**src/rtl/usb_nrzi_tx.sv**
```systemverilog
// usb_nrzi_tx: USB full/low-speed serialiser with bit stuffing, NRZI encoding and EOP generation.
module usb_nrzi_tx #(
  parameter int STUFF_LIMIT = 6
) (
  input  logic clock,
  input  logic reset_n,
  input  logic in_valid,
  input  logic in_bit,
  input  logic in_last,
  output logic in_ready,
  output logic DP_out,
  output logic DM_out,
  output logic sending,
  output logic done,
  output logic err
);
  localparam int CW = $clog2(STUFF_LIMIT + 1);
  typedef enum logic [2:0] {IDLE, DATA, EOP_SE0A, EOP_SE0B, EOP_J} state_t;
  state_t state, state_n;
  logic level, level_n, last_seen, last_n;
  logic dp_n, dm_n, sending_n, done_n, err_n;
  logic [CW-1:0] ones, ones_n;
  logic stuff, enc_base, bit_level;
  assign stuff = ones == CW'(STUFF_LIMIT);
  assign in_ready = state == IDLE || (state == DATA && !last_seen && !stuff);
  // every packet's NRZI encoding starts from J
  assign enc_base = state == IDLE ? 1'b1 : level;
  assign bit_level = in_bit ? enc_base : ~enc_base;
  always_ff @(posedge clock or negedge reset_n) begin
    if (!reset_n) begin
      state     <= IDLE;
      level     <= 1'b1;
      ones      <= '0;
      last_seen <= 1'b0;
      DP_out    <= 1'b1;
      DM_out    <= 1'b0;
      sending   <= 1'b0;
      done      <= 1'b0;
      err       <= 1'b0;
    end else begin
      state     <= state_n;
      level     <= level_n;
      ones      <= ones_n;
      last_seen <= last_n;
      DP_out    <= dp_n;
      DM_out    <= dm_n;
      sending   <= sending_n;
      done      <= done_n;
      err       <= err_n;
    end
  end
  always_comb begin
    state_n   = state;
    level_n   = level;
    ones_n    = ones;
    last_n    = last_seen;
    dp_n      = DP_out;
    dm_n      = DM_out;
    sending_n = sending;
    done_n    = 1'b0;
    err_n     = 1'b0;
    case (state)
      IDLE: begin
        dp_n = 1'b1;
        dm_n = 1'b0;
        if (in_valid) begin
          state_n   = DATA;
          level_n   = bit_level;
          ones_n    = CW'(in_bit);
          last_n    = in_last;
          dp_n      = bit_level;
          dm_n      = ~bit_level;
          sending_n = 1'b1;
        end
      end
      DATA: begin
        if (stuff) begin
          level_n = ~level;
          ones_n  = '0;
          dp_n    = ~level;
          dm_n    = level;
        end else if (last_seen || !in_valid) begin
          // normal end of packet, or underrun which still gets a full EOP
          state_n = EOP_SE0A;
          err_n   = !last_seen;
          dp_n    = 1'b0;
          dm_n    = 1'b0;
        end else begin
          level_n = bit_level;
          ones_n  = in_bit ? ones + 1'b1 : '0;
          last_n  = in_last;
          dp_n    = bit_level;
          dm_n    = ~bit_level;
        end
      end
      EOP_SE0A: begin
        state_n = EOP_SE0B;
        dp_n    = 1'b0;
        dm_n    = 1'b0;
      end
      EOP_SE0B: begin
        state_n = EOP_J;
        dp_n    = 1'b1;
        dm_n    = 1'b0;
      end
      EOP_J: begin
        state_n   = IDLE;
        ones_n    = '0;
        last_n    = 1'b0;
        dp_n      = 1'b1;
        dm_n      = 1'b0;
        sending_n = 1'b0;
        done_n    = 1'b1;
      end
      default: state_n = IDLE;
    endcase
  end
endmodule

```
**config.mk**
```make
export PLATFORM = sky130hd
export DESIGN_NAME = usb_nrzi_tx
export DESIGN_NICKNAME = d
export VERILOG_FILES = /design/src/rtl/usb_nrzi_tx.sv
export SDC_FILE = /design/constraint.sdc
export NUM_CORES = 1
export LEC_CHECK = 0
export ABC_AREA = 1
export CAP_MARGIN = 30
export CELL_PAD_IN_SITES_DETAIL_PLACEMENT = 0
export CELL_PAD_IN_SITES_GLOBAL_PLACEMENT = 2
export CORE_ASPECT_RATIO = 0.5
export CORE_MARGIN = 10
export CORE_UTILIZATION = 30
export DETAILED_ROUTE_END_ITERATION = 10
export MAX_ROUTING_LAYER = met4
export PLACE_DENSITY = 0.73
export RECOVER_POWER = 50
export SLEW_MARGIN = 20
export SYNTH_ARGS = -nofsm -noshare
export SYNTH_HDL_FRONTEND = slang
export SYNTH_SLANG_ARGS = --single-unit
```
**constraint.sdc**
```tcl
create_clock -name clock -period 1.7 [get_ports clock]
set_input_delay 0.51 -clock clock [delete_from_list [all_inputs] [get_ports clock]]
set_output_delay 0.51 -clock clock [all_outputs]
set_load 0.05 [all_outputs]
```
* Word level (Yosys, flattened, before mapping)
Cells that the tools add are included.
Widths: inputs -> output; s select.
** Storage, ports and cells
- Output and inout bits :: 6
- Flip-flop bits (word level) :: 13
- Word-level logic and storage cells :: 76
- Input port bits :: 5
** Cells by class
- $add $sub $neg :: 1
- Multiplexer cells :: 33
- Bitwise operators :: 3
- Reduce and logical (&&, ||, !) cells :: 20
- Equality and inequality tests :: 10
** Operators with widths (count)
- $mux 3 :: 7
- $mux 1 :: 19
- $pmux 3 s4 :: 1
- $pmux 3 s3 :: 1
- $reduce_and 3->1 :: 3
- $eq 3x2->1 const B :: 2
- $eq 3x3->1 const B :: 2
- $ne 2x2->1 const B :: 3
- $pmux 1 s3 :: 2
- $reduce_bool 3->1 :: 2
- $pmux 1 s2 :: 2
- $pmux 1 s4 :: 1
- $reduce_and 4->1 :: 1
- $reduce_bool 2->1 :: 2
- $reduce_bool 4->1 :: 1
- $add 3x1->3 const B :: 1
- $eq 3x1->1 const B :: 1
- $logic_not 1->1 :: 3
- $logic_not 3->1 :: 1
- $ne 3x3->1 const B :: 1
- $not 1->1 :: 3
- $reduce_or 3->1 :: 1
- $logic_and 1x1->1 :: 2
- $logic_or 1x1->1 :: 2
- other kinds (3) :: 3

* Longest topological paths before layout
- Depth in word-level cells :: 8
- Depth in mapped cells :: 10

* Worst setup path before layout
Ideal clock, no wire load.
- Kind :: reg2out
- From :: register ones[0]
- To :: output in_ready
- Arrival time :: 1966 ps
- Stages on the path, launching flop included :: 6
- Slack :: -776 ps
- Cells stage by stage :: dfrtp_1 -> inv_1 -> ha_1 -> nand2_1 -> nand2_4 -> o21ai_0
** Between the ends
- Longest elaborated chain between the ends :: 4
** Ends and longest elaborated chain
- start, declared :: RTL line 22 : logic [CW-1:0] ones, ones_n;
- start signal, assigned :: RTL line 43 : ones <= ones_n;
- $eq 3x3->1 :: RTL line 24 : assign stuff = ones == CW'(STUFF_LIMIT);
- $logic_not 1->1 :: RTL line 25 : assign in_ready = state == IDLE || (state == DATA && !last_seen && !stuff);
- $logic_and 1x1->1 :: RTL line 25
- $logic_or 1x1->1 :: RTL line 25
- end, declared :: RTL line 10 : output logic in_ready,
No other way between the ends.

* Final worst setup path
- From :: register state[1]
- To :: output in_ready
** Between the ends
- Longest elaborated chain between the ends :: 4
- Elaborated cells between the ends (all ways) :: 5
** Ends and longest elaborated chain
- start, declared :: RTL line 19 : state_t state, state_n;
- start signal, assigned :: RTL line 41 : state <= state_n;
- $eq 3x1->1 :: RTL line 25
- $logic_and 1x1->1 (2 in series) :: RTL line 25
- $logic_or 1x1->1 * :: RTL line 25
Every way passes the cells marked *; elsewhere a longest branch is shown, timed or not.

==> results.cfg <==
[cts]
htreeDepth = 1
ctsLongestPathBuffers = 2
insertion_delay_ns = 0.26
cts_made_buffers = 3
clock-sinks = 13
clk_pin_slew_ns = 0.06
clockRootBuffer = clkbuf_8
cts_tree = done
cts_hold_buf = 0

[pwr]
power.density_mw_per_mm2 = 2070
ir_drop_mv = 0.906
total_power_w = 0.00247
p_leak_nw = 0.584

[global_route]
grt_pass1_vias = 694
grt_pass1_wl_um = 3480
overflow = 0
grt_antenna_before_repair = 0
track_usage_pct = 8.43
grt_max_degree = 14

[placed_design]
dp_slack_ns = -0.117
numPortBuffers = 10
hpwl_um = 1600
dp.cells = 164
gp_congestion = 0.774

[route]
dr_wl_met2_um = 890
wl_per_cell_um = 11.8
drc = 0
dr.pass1.iters = 4
drtIter0Drc = 44
wl_met3_um = 73
wl_met1_um = 1030
ant_nets = 0
vias = 721
totalWireLength_um = 2010
top_layer = met4
vias_per_cell = 4.22

[worst_hold_path]
hold_class = flip-flop to flip-flop

[cells_and_area]
post_route_cells_drive_above_1_share_pct = 37.3
multi_input_area_um2 = 469
num-fill-cells = 269
fin_cells = 171
seq_area_um2 = 328
nets = 142
diodes = 0
syn2layout_area_growth_pct = 44.2

[run_status]
status = finished with violations
violations = setup timing

[sta]
slew_viol_final = 0
setup_viol = 1
fin_crit_ns = 1.76
hold_violations = 0
worst_pin_slew_ns = 0.758
relSlewSlack_pct = 49.5
grt_setup_unrepaired = yes
finClkSkew_ns = 0.00859
max_freq_ghz = 0.567
timing.final.ws_setup_ns = -0.0629
finalCritPeriodShare_pct = 104

[yosys]
synth_top_cell_by_area = dfrtp_1
syn_area_per_cell_um2 = 7.79
synth.net_count = 113
yosysWarnings = 0
syn_inst = 106
synthesis.area_um2 = 826
ys_types = 24
synth-seq-area-share_pct = 39.7
synth_top_area_share_pct = 33.3
synthTopCellsByArea = dfrtp_1 (33%), nand2_1 (12%), dfstp_2 (6.4%)
ys_ff_latch = 13

[floorplanning]
die_x_um = 94.2
die_h_um = 57.1
fp.dieArea_mm2 = 0.00538
core_mm2 = 0.00262
io-pin-count = 11
num_rows = 13
start_util_pct = 31.5

[setup_path]
cp.required_ns = 1.19
worst_setup_path_start_kind = flip-flop
endpoint_kind = primary output
r2r_setup_slack_ns = 0.25
crit_arrival_ns = 1.25
crit_fanout = 2
crit_type = flip-flop to primary output

[job]
maxCapViolCount = 0
final timing paths:
path	start	end	cells past startpoint
setup / recovery	state[1]$_DFFE_PN0P_	in_ready	6
hold / removal	level$_DFFE_PN1P_	level$_DFFE_PN1P_	2
setup reg to reg	ones[0]$_DFFE_PN0P_	last_seen$_DFFE_PN0P_	10
hold reg to reg	level$_DFFE_PN1P_	level$_DFFE_PN1P_	2
max in group asynchronous	reset_n	sending$_DFFE_PN0P_	2
min in group asynchronous	reset_n	last_seen$_DFFE_PN0P_	2
metal layers:
layer / vias up / global-route usage, %
li1: 390 / -
met3: 4 / 2.48
met1: 316 / 11.1
met4: 0 / 3.23
met2: 11 / 11.8
met5: - / -
report_power, final:
| part | internal [W] | total (W) | switching (W) |
|---|---|---|---|
| Clock | 0.000166 | 0.000292 | 0.000126 |
| Combinational | 0.000678 | 0.00161 | 0.000929 |
| Sequential | 0.000450 | 0.000570 | 0.000120 |
| Total | 0.00129 | 0.00247 | 0.00117 |
registers in the layout (all words and copies together), names as in the netlist:
| register | count |
|---|---|
| DM_out | 1 |
| DP_out | 1 |
| done | 1 |
| err | 1 |
| last_seen | 1 |
| level | 1 |
| ones | 3 |
| sending | 1 |
| state | 3 |
cell usage in the layout (no fill, tap or decap), drive strengths merged, types with 3 or more instances in the layout:
master,instances
dfrtp,11
nand3,7
nor3,3
inv,12
clkdlybuf4s50,3
clkbuf,6
buf,18
nor2,18
nand2,37
o21ai,7
per-stage QoR:
| step | instance area, um^2 | utilization (%) | setup TNS, ns | hold WS [ns] |
|---|---|---|---|---|
| detailed placement | 1130 | 43.1 | -0.638 | 0.477 |
| global placement | 1130 | 43.1 | -0.582 | 0.478 |
| finish | 1190 | 45.5 | -0.0629 | 0.483 |
| CTS | 1200 | 45.8 | -0.0736 | 0.489 |
| floorplan | 840 | - | 0 | 0.214 |
| global route | 1190 | 45.5 | -0.152 | 0.517 |
worst max-delay path, stage by stage, from the launching register on:
cell,delay (ns)
dfrtp_1,0.38
inv_2,0.07
nand2_2,0.06
nor2_4,0.13
nand2_4,0.07
o21ai_4,0.14
buf_12,0.15
final cells by class:
class	instances	share of cell area, %
clock buffers	4	3.78
well taps	37	3.89
repair buffers	24	21.6
flip-flops and latches	13	27.5
multi-input cells	81	39.4
inverters	12	3.78
cells in the mapped netlist, drive strengths merged:
| library cell | count |
|---|---|
| nand3 | 7 |
| or2 | 2 |
| o21ai | 7 |
| ha | 2 |
| nor2 | 18 |
| nand2 | 37 |
| a211o | 1 |
| dfstp | 2 |
| nor3 | 3 |
| o22ai | 1 |
| a21oi | 2 |
| inv | 12 |
| dfrtp | 11 |
| nand4 | 1 |
kinds of logic (layout without fill, tap and decap cells):
group	after synthesis	in the layout	share of synthesized area, %
adders and majority gates	2	2	3.03
AOI/OAI and AO/OA	11	11	8.18
buffers and inverters	12	40	5.45
and+or+nand+nor	68	68	43.6
DFF	13	13	39.7
timing repair:
action | in CTS | in global routing
setup endpoints to repair | 1 | 1
endpoints found under the hold margin | 0 | 0
setup buffers | 3 | 0
gates resized for setup | 1 | 0
pin swaps | 5 | 0
No activity file was read; power rests on OpenSTA's default activity.
==> edit 1: new RTL, same settings <==
The 5 states of `state_t` get a one-hot encoding in 5 bits.
--- a/src/rtl/usb_nrzi_tx.sv
+++ b/src/rtl/usb_nrzi_tx.sv
@@ -16,5 +16,5 @@
 );
   localparam int CW = $clog2(STUFF_LIMIT + 1);
-  typedef enum logic [2:0] {IDLE, DATA, EOP_SE0A, EOP_SE0B, EOP_J} state_t;
+  typedef enum logic [4:0] {IDLE = 5'b00001, DATA = 5'b00010, EOP_SE0A = 5'b00100, EOP_SE0B = 5'b01000, EOP_J = 5'b10000} state_t;
   state_t state, state_n;
   logic level, level_n, last_seen, last_n;
Check against the original RTL: no difference found for any inputs over 10 cycles, from zero or initial values and one cycle with reset_n low; not proved beyond that.
==> edit 1 against the unedited design <==
The flow still finishes with violations (negative setup slack). Power is 0.81% higher. Synthesized area grew 12%. Non-clock buffer count grew 11. Routed wire length grew 16%. Final area is 17% higher. Clock power up 1%. Largest power group unchanged. Count of clock-buffer cells in the layout is the same. Worst setup slack got worse by 0.13 ns. Critical path type unchanged. Sequential cell count rose by 2. Sequential power increased by 2%.
==> edit 1: results (changes against the unedited design) <==
metric,value,unit,change
Routed WL per cell,11.45,um,was 11.77 um
Switching Fraction,43.88,%,was 47.59%
nets,171,,was 142
syn nets,131,,was 113
cell count after placement,190,,was 164
largest net degree at the start of global routing,16,,was 14
GRT Util Overall,8.799,%,was 8.428%
Static Leakage,0.7417,nW,was 0.5840 nW
reg-to-reg startpoint,state[2]$_DFFE_PN0P_,,was ones[0]$_DFFE_PN0P_
H-Tree Depth,1,,unchanged
Synth top cells by count,"27 x nand2_1, 25 x nor2_1, 17 x inv_1",,"was 26 x nand2_1, 14 x nor2_1, 11 x dfrtp_1"
"EDFF count, synth",0,,unchanged
status,"complete, but fails checks",,unchanged
Post-synth ARST share,100.0,%,unchanged
area post-placement,1254,um^2,was 1129 um^2
TritonCTS buffer count,3,,unchanged
I/O Buffers,10,,unchanged
"Distinct cells, synth",21,,was 24
Worst-Skew Late Latency,0.25,ns,
TritonRoute pass-1 iters,4,,unchanged
failing checks,negative setup slack,,unchanged
vias in the first global route,826,,was 694
total wire length,2325,um,was 2012 um
"CTS clk-pin slew, worst paths",0.06,ns,about the same
top post-synthesis cells by area,"dfrtp_1 33%, nand2_1 11%, nor2_1 10%",,"was dfrtp_1 33%, nand2_1 12%, dfstp_2 6.4%"
Worst Setup SP,state[0]$_DFFE_PN1P_,,was state[1]$_DFFE_PN0P_
largest registers,"state x5, ones x3",,"was ones x3, state x3"
number of DRC markers in iteration 0,28,,was 44
Final setup viols,1,,unchanged
DP HPWL,1834,um,was 1602 um
final setup margin,-0.1930,ns,was -0.06292 ns
Inserted Diodes,0,,unchanged
ys flop type,dfrtp_1,,unchanged
Max Transition Viols Final,0,,unchanged
clock tree buffer depth,2,,unchanged
Final Wtd Congestion,0.8333,,was 0.7739
Worst EP arrival,1.38,ns,was 1.25 ns
Yosys warnings,0,,unchanged
FILL cells,297,,was 269
aggregate global routing overflow,0,,unchanged
Max-slew headroom,40.69,%,was 49.47%
Root Buffer,clkbuf_8,,unchanged
register area share after synthesis,41.17,%,was 39.70%
share of cells above drive strength 1,39.26,%,was 37.31%
first-pass GRT wire length,4071,um,was 3484 um
Hold WC Path Type,register to register,,unchanged
initial antenna violation count,0,,unchanged
TNS Setup,-0.1930,ns,was -0.06292 ns
clk_skew,0.003059,ns,was 0.008586 ns
maximum VDD drop,0.0007448,V,was 0.0009062 V
min-delay src,DP_out$_DFFE_PN1P_,,was level$_DFFE_PN1P_
vias per inst,4.123,,was 4.216
crit path max fanout,3,,was 2
Post-Synthesis Cells,124,,was 106
[edit 1: layout make-up]
cell class              instances  share of cell area [%]
well taps                      40                   3.604
clock buffers                   4                   3.243
repair buffers                 35                   24.77
inverters                      22                   6.036
multi-input cells              87                   34.96
flip-flops and latches         15                   27.39
[edit 1: timing repair]
item	in CTS	in global routing
gates resized for setup	6	4
pin swaps	2	4
setup buffers	1	8
cloned	0	0
setup endpoints to repair	1	2
[edit 1: critical path, cell delays in order (launching register included)]
cell     delay (ns)
dfstp_2        0.38
inv_2          0.07
nand2_2        0.05
nor2_2         0.15
nand3_2        0.11
nor2_2         0.11
inv_1          0.07
nand2_2        0.07
buf_12         0.13
[edit 1: cells by family (layout without fill, tap and decap cells)]
kind of cell,Yosys count,after routing,synth area share (%)
AND/OR/NAND/NOR,78,78,42.53
buffers and inverters,22,61,9.102
flip-flops,15,15,41.17
AO/OA/AOI/OAI,7,7,4.484
adder cells (fa/ha/maj),2,2,2.717
[edit 1: power by group through the flow]
stage | registers [mW] | logic [mW] | clock network (mW)
after floorplan | 0.654 | 0.807 | 0
after global placement | 0.575 | 1.44 | 0
after detailed placement | 0.575 | 1.45 | 0
after CTS | 0.575 | 1.48 | 0.304
after global routing | 0.593 | 1.77 | 0.320
final | 0.582 | 1.61 | 0.296
[edit 1: through the flow]
step                      hold WS [ns]  setup slack (ns)  util (%)
after floorplan                 0.2144          0.005573         -
after global placement          0.5209           -0.1004     42.10
after detailed placement        0.5179           -0.1060     42.10
after CTS                       0.5270           -0.2250     44.62
after global routing            0.5404           -0.2575     46.64
final                           0.5233           -0.1930     46.64
[edit 1: metal layers]
| metal | share of wire (%) | vias to the layer above | track usage [%] |
|---|---|---|---|
| met4 | 0.99 | 0 | 1.826 |
| li1 | - | 458 | - |
| met5 | 0 | - | - |
| met3 | 4.1 | 2 | 3.376 |
| met2 | 41 | 10 | 12.44 |
| met1 | 54 | 367 | 11.53 |
[edit 1: final timing paths]
check	to	slack, ns	cells after the start
min in group asynchronous	ones[0]$_DFFE_PN0P_	0.89	2
worst min register to register	DP_out$_DFFE_PN1P_	0.52	2
max in group asynchronous	state[2]$_DFFE_PN0P_	0.20	2
worst max-delay path	in_ready	-0.19	8
worst min-delay path	DP_out$_DFFE_PN1P_	0.52	2
worst max register to register	ones[0]$_DFFE_PN0P_	0.10	10
==> edit 2: new RTL, same settings <==
Made on the original files. `STUFF_LIMIT`: 6 -> 12.
--- a/src/rtl/usb_nrzi_tx.sv
+++ b/src/rtl/usb_nrzi_tx.sv
@@ -1,5 +1,5 @@
 // usb_nrzi_tx: USB full/low-speed serialiser with bit stuffing, NRZI encoding and EOP generation.
 module usb_nrzi_tx #(
-  parameter int STUFF_LIMIT = 6
+  parameter int STUFF_LIMIT = 12
 ) (
   input  logic clock,
Check against the original RTL: not equivalent (a bounded check fails within 10 cycles, from zero or initial values and one cycle with reset_n low).
==> edit 2 against the unedited design <==
The run still ends with negative setup slack left. Power up 4.3%. Synthesized area up 9.5%. Sequential power up 4.7%. Routed wire length up 14%. Critical path depth up 2. Sequential cell count up 1. First-iteration DRC count down 9.1%. Worst setup slack worse by 0.11 ns. Via count up 14%. Final area up 11%.
==> edit 2: results (changes against the unedited design) <==
metric,value,unit,change
status,"complete, but fails checks",,unchanged
failing checks,negative setup slack,,unchanged
vias in the first global route,837,,was 694
first-pass GRT wire length,4126,um,was 3484 um
Post-Synth XOR/XNOR Area,0,%,unchanged
Worst Setup SP,ones[1]$_DFFE_PN0P_,,was state[1]$_DFFE_PN0P_
Hold WS,0.4789,ns,was 0.4830 ns
Compound-Gate Fraction of Synth Area,6.224,%,was 8.182%
Max Transition Viols Final,0,,unchanged
Comb. pwr,1.70,mW,was 1.61 mW
final setup margin,-0.1744,ns,was -0.06292 ns
worst r2r path cells,10,,unchanged
crit path max-delay cell type,dfrtp_1,,unchanged
pre-CTS setup slack,-0.1062,ns,was -0.1175 ns
largest net degree at the start of global routing,15,,was 14
maximum VDD drop,0.0007866,V,was 0.0009062 V
Post-CTS Setup Inserts,1,,was 3
Clock power frac,10.8,%,was 11.8%
crit-path max cell delay,0.37,ns,
Synth top cells by count,"37 x nand2_1, 18 x inv_1, 12 x dfrtp_1",,"was 26 x nand2_1, 14 x nor2_1, 11 x dfrtp_1"
largest family of logic cells by synthesized area,simple AND/OR/NAND/NOR gates,,unchanged
FILL cells,277,,was 269
TritonRoute pass-1 iters,3,,was 4
DP HPWL,1872,um,was 1602 um
Static Leakage,0.6821,nW,was 0.5840 nW
worst r2r dst,DM_out$_DFFE_PN0P_,,was last_seen$_DFFE_PN0P_
Max-slew headroom,44.81,%,was 49.47%
Synth-to-Final Area Change,45.92,%,was 44.24%
Inserted Diodes,0,,unchanged
sw power,1.212,mW,was 1.175 mW
fraction of synthesized area in multiplexers,0,%,unchanged
nets,163,,was 142
Routed WL per cell,12.01,um,was 11.77 um
top post-synthesis cells by area,"dfrtp_1 33%, nand2_1 15%, inv_1 7.5%",,"was dfrtp_1 33%, nand2_1 12%, dfstp_2 6.4%"
clk_skew,0.008088,ns,was 0.008586 ns
number of DRC markers in iteration 0,40,,was 44
Root Buffer,clkbuf_8,,unchanged
largest registers,"ones x4, state x3",,"was ones x3, state x3"
share of cells above drive strength 1,32.47,%,was 37.31%
Final setup viols,1,,unchanged
Post-Synth Adder-Cell Area,2.766,%,was 3.030%
Final Wtd Congestion,0.7921,,was 0.7739
Hold Path Cell Cnt,2,,unchanged
power per cell area,1950,nW/um^2,was 2073 nW/um^2
clock tree buffer depth,2,,unchanged
Worst EP arrival,1.36,ns,was 1.25 ns
register area share after synthesis,39.00,%,was 39.70%
syn nets,128,,was 113
area post-placement,1275,um^2,was 1129 um^2
GRT Util Overall,9.114,%,was 8.428%
"Distinct cells, synth",20,,was 24
I/O Buffers,10,,unchanged
vias per inst,4.304,,was 4.216
min-delay src,level$_DFFE_PN1P_,,unchanged
reg-to-reg startpoint,state[1]$_DFFE_PN0P_,,was ones[0]$_DFFE_PN0P_
worst reg2reg setup slack,0.06,ns,was 0.25 ns
-- edit 2: stage by stage --
stage                     std cells   TNS, ns  utilization, %
after global placement          186   -0.3800           46.66
final                           191   -0.1744           48.31
after floorplan                 121  -0.07106               -
after global routing            191   -0.3984           48.31
after CTS                       190   -0.1809           48.44
after detailed placement        186   -0.4809           46.66
-- edit 2: metal layers --
metal / track usage (%) / part of all wire, % / wire, um / up-vias
met2: 13.55 / 41 / 944 / 7
met4: 0.6173 / 0.26 / 6 / 0
li1: - / - / - / 443
met5: - / 0 / 0 / -
met1: 11.91 / 54 / 1248 / 370
met3: 3.492 / 4.1 / 95 / 2
-- edit 2: cell type report --
cell class	count	area share [%]
clock buffers	3	3.128
inverters	19	5.403
multi-input cells	88	38.58
flip-flops and latches	14	26.73
well taps	37	3.507
repair buffers	30	22.65
-- edit 2: logic make-up (layout without fill, tap and decap cells) --
family,after synthesis,count (layout)
compound gates,9,9
fa+ha+maj,2,2
buf+inv,19,52
flops,14,14
simple gates,77,77
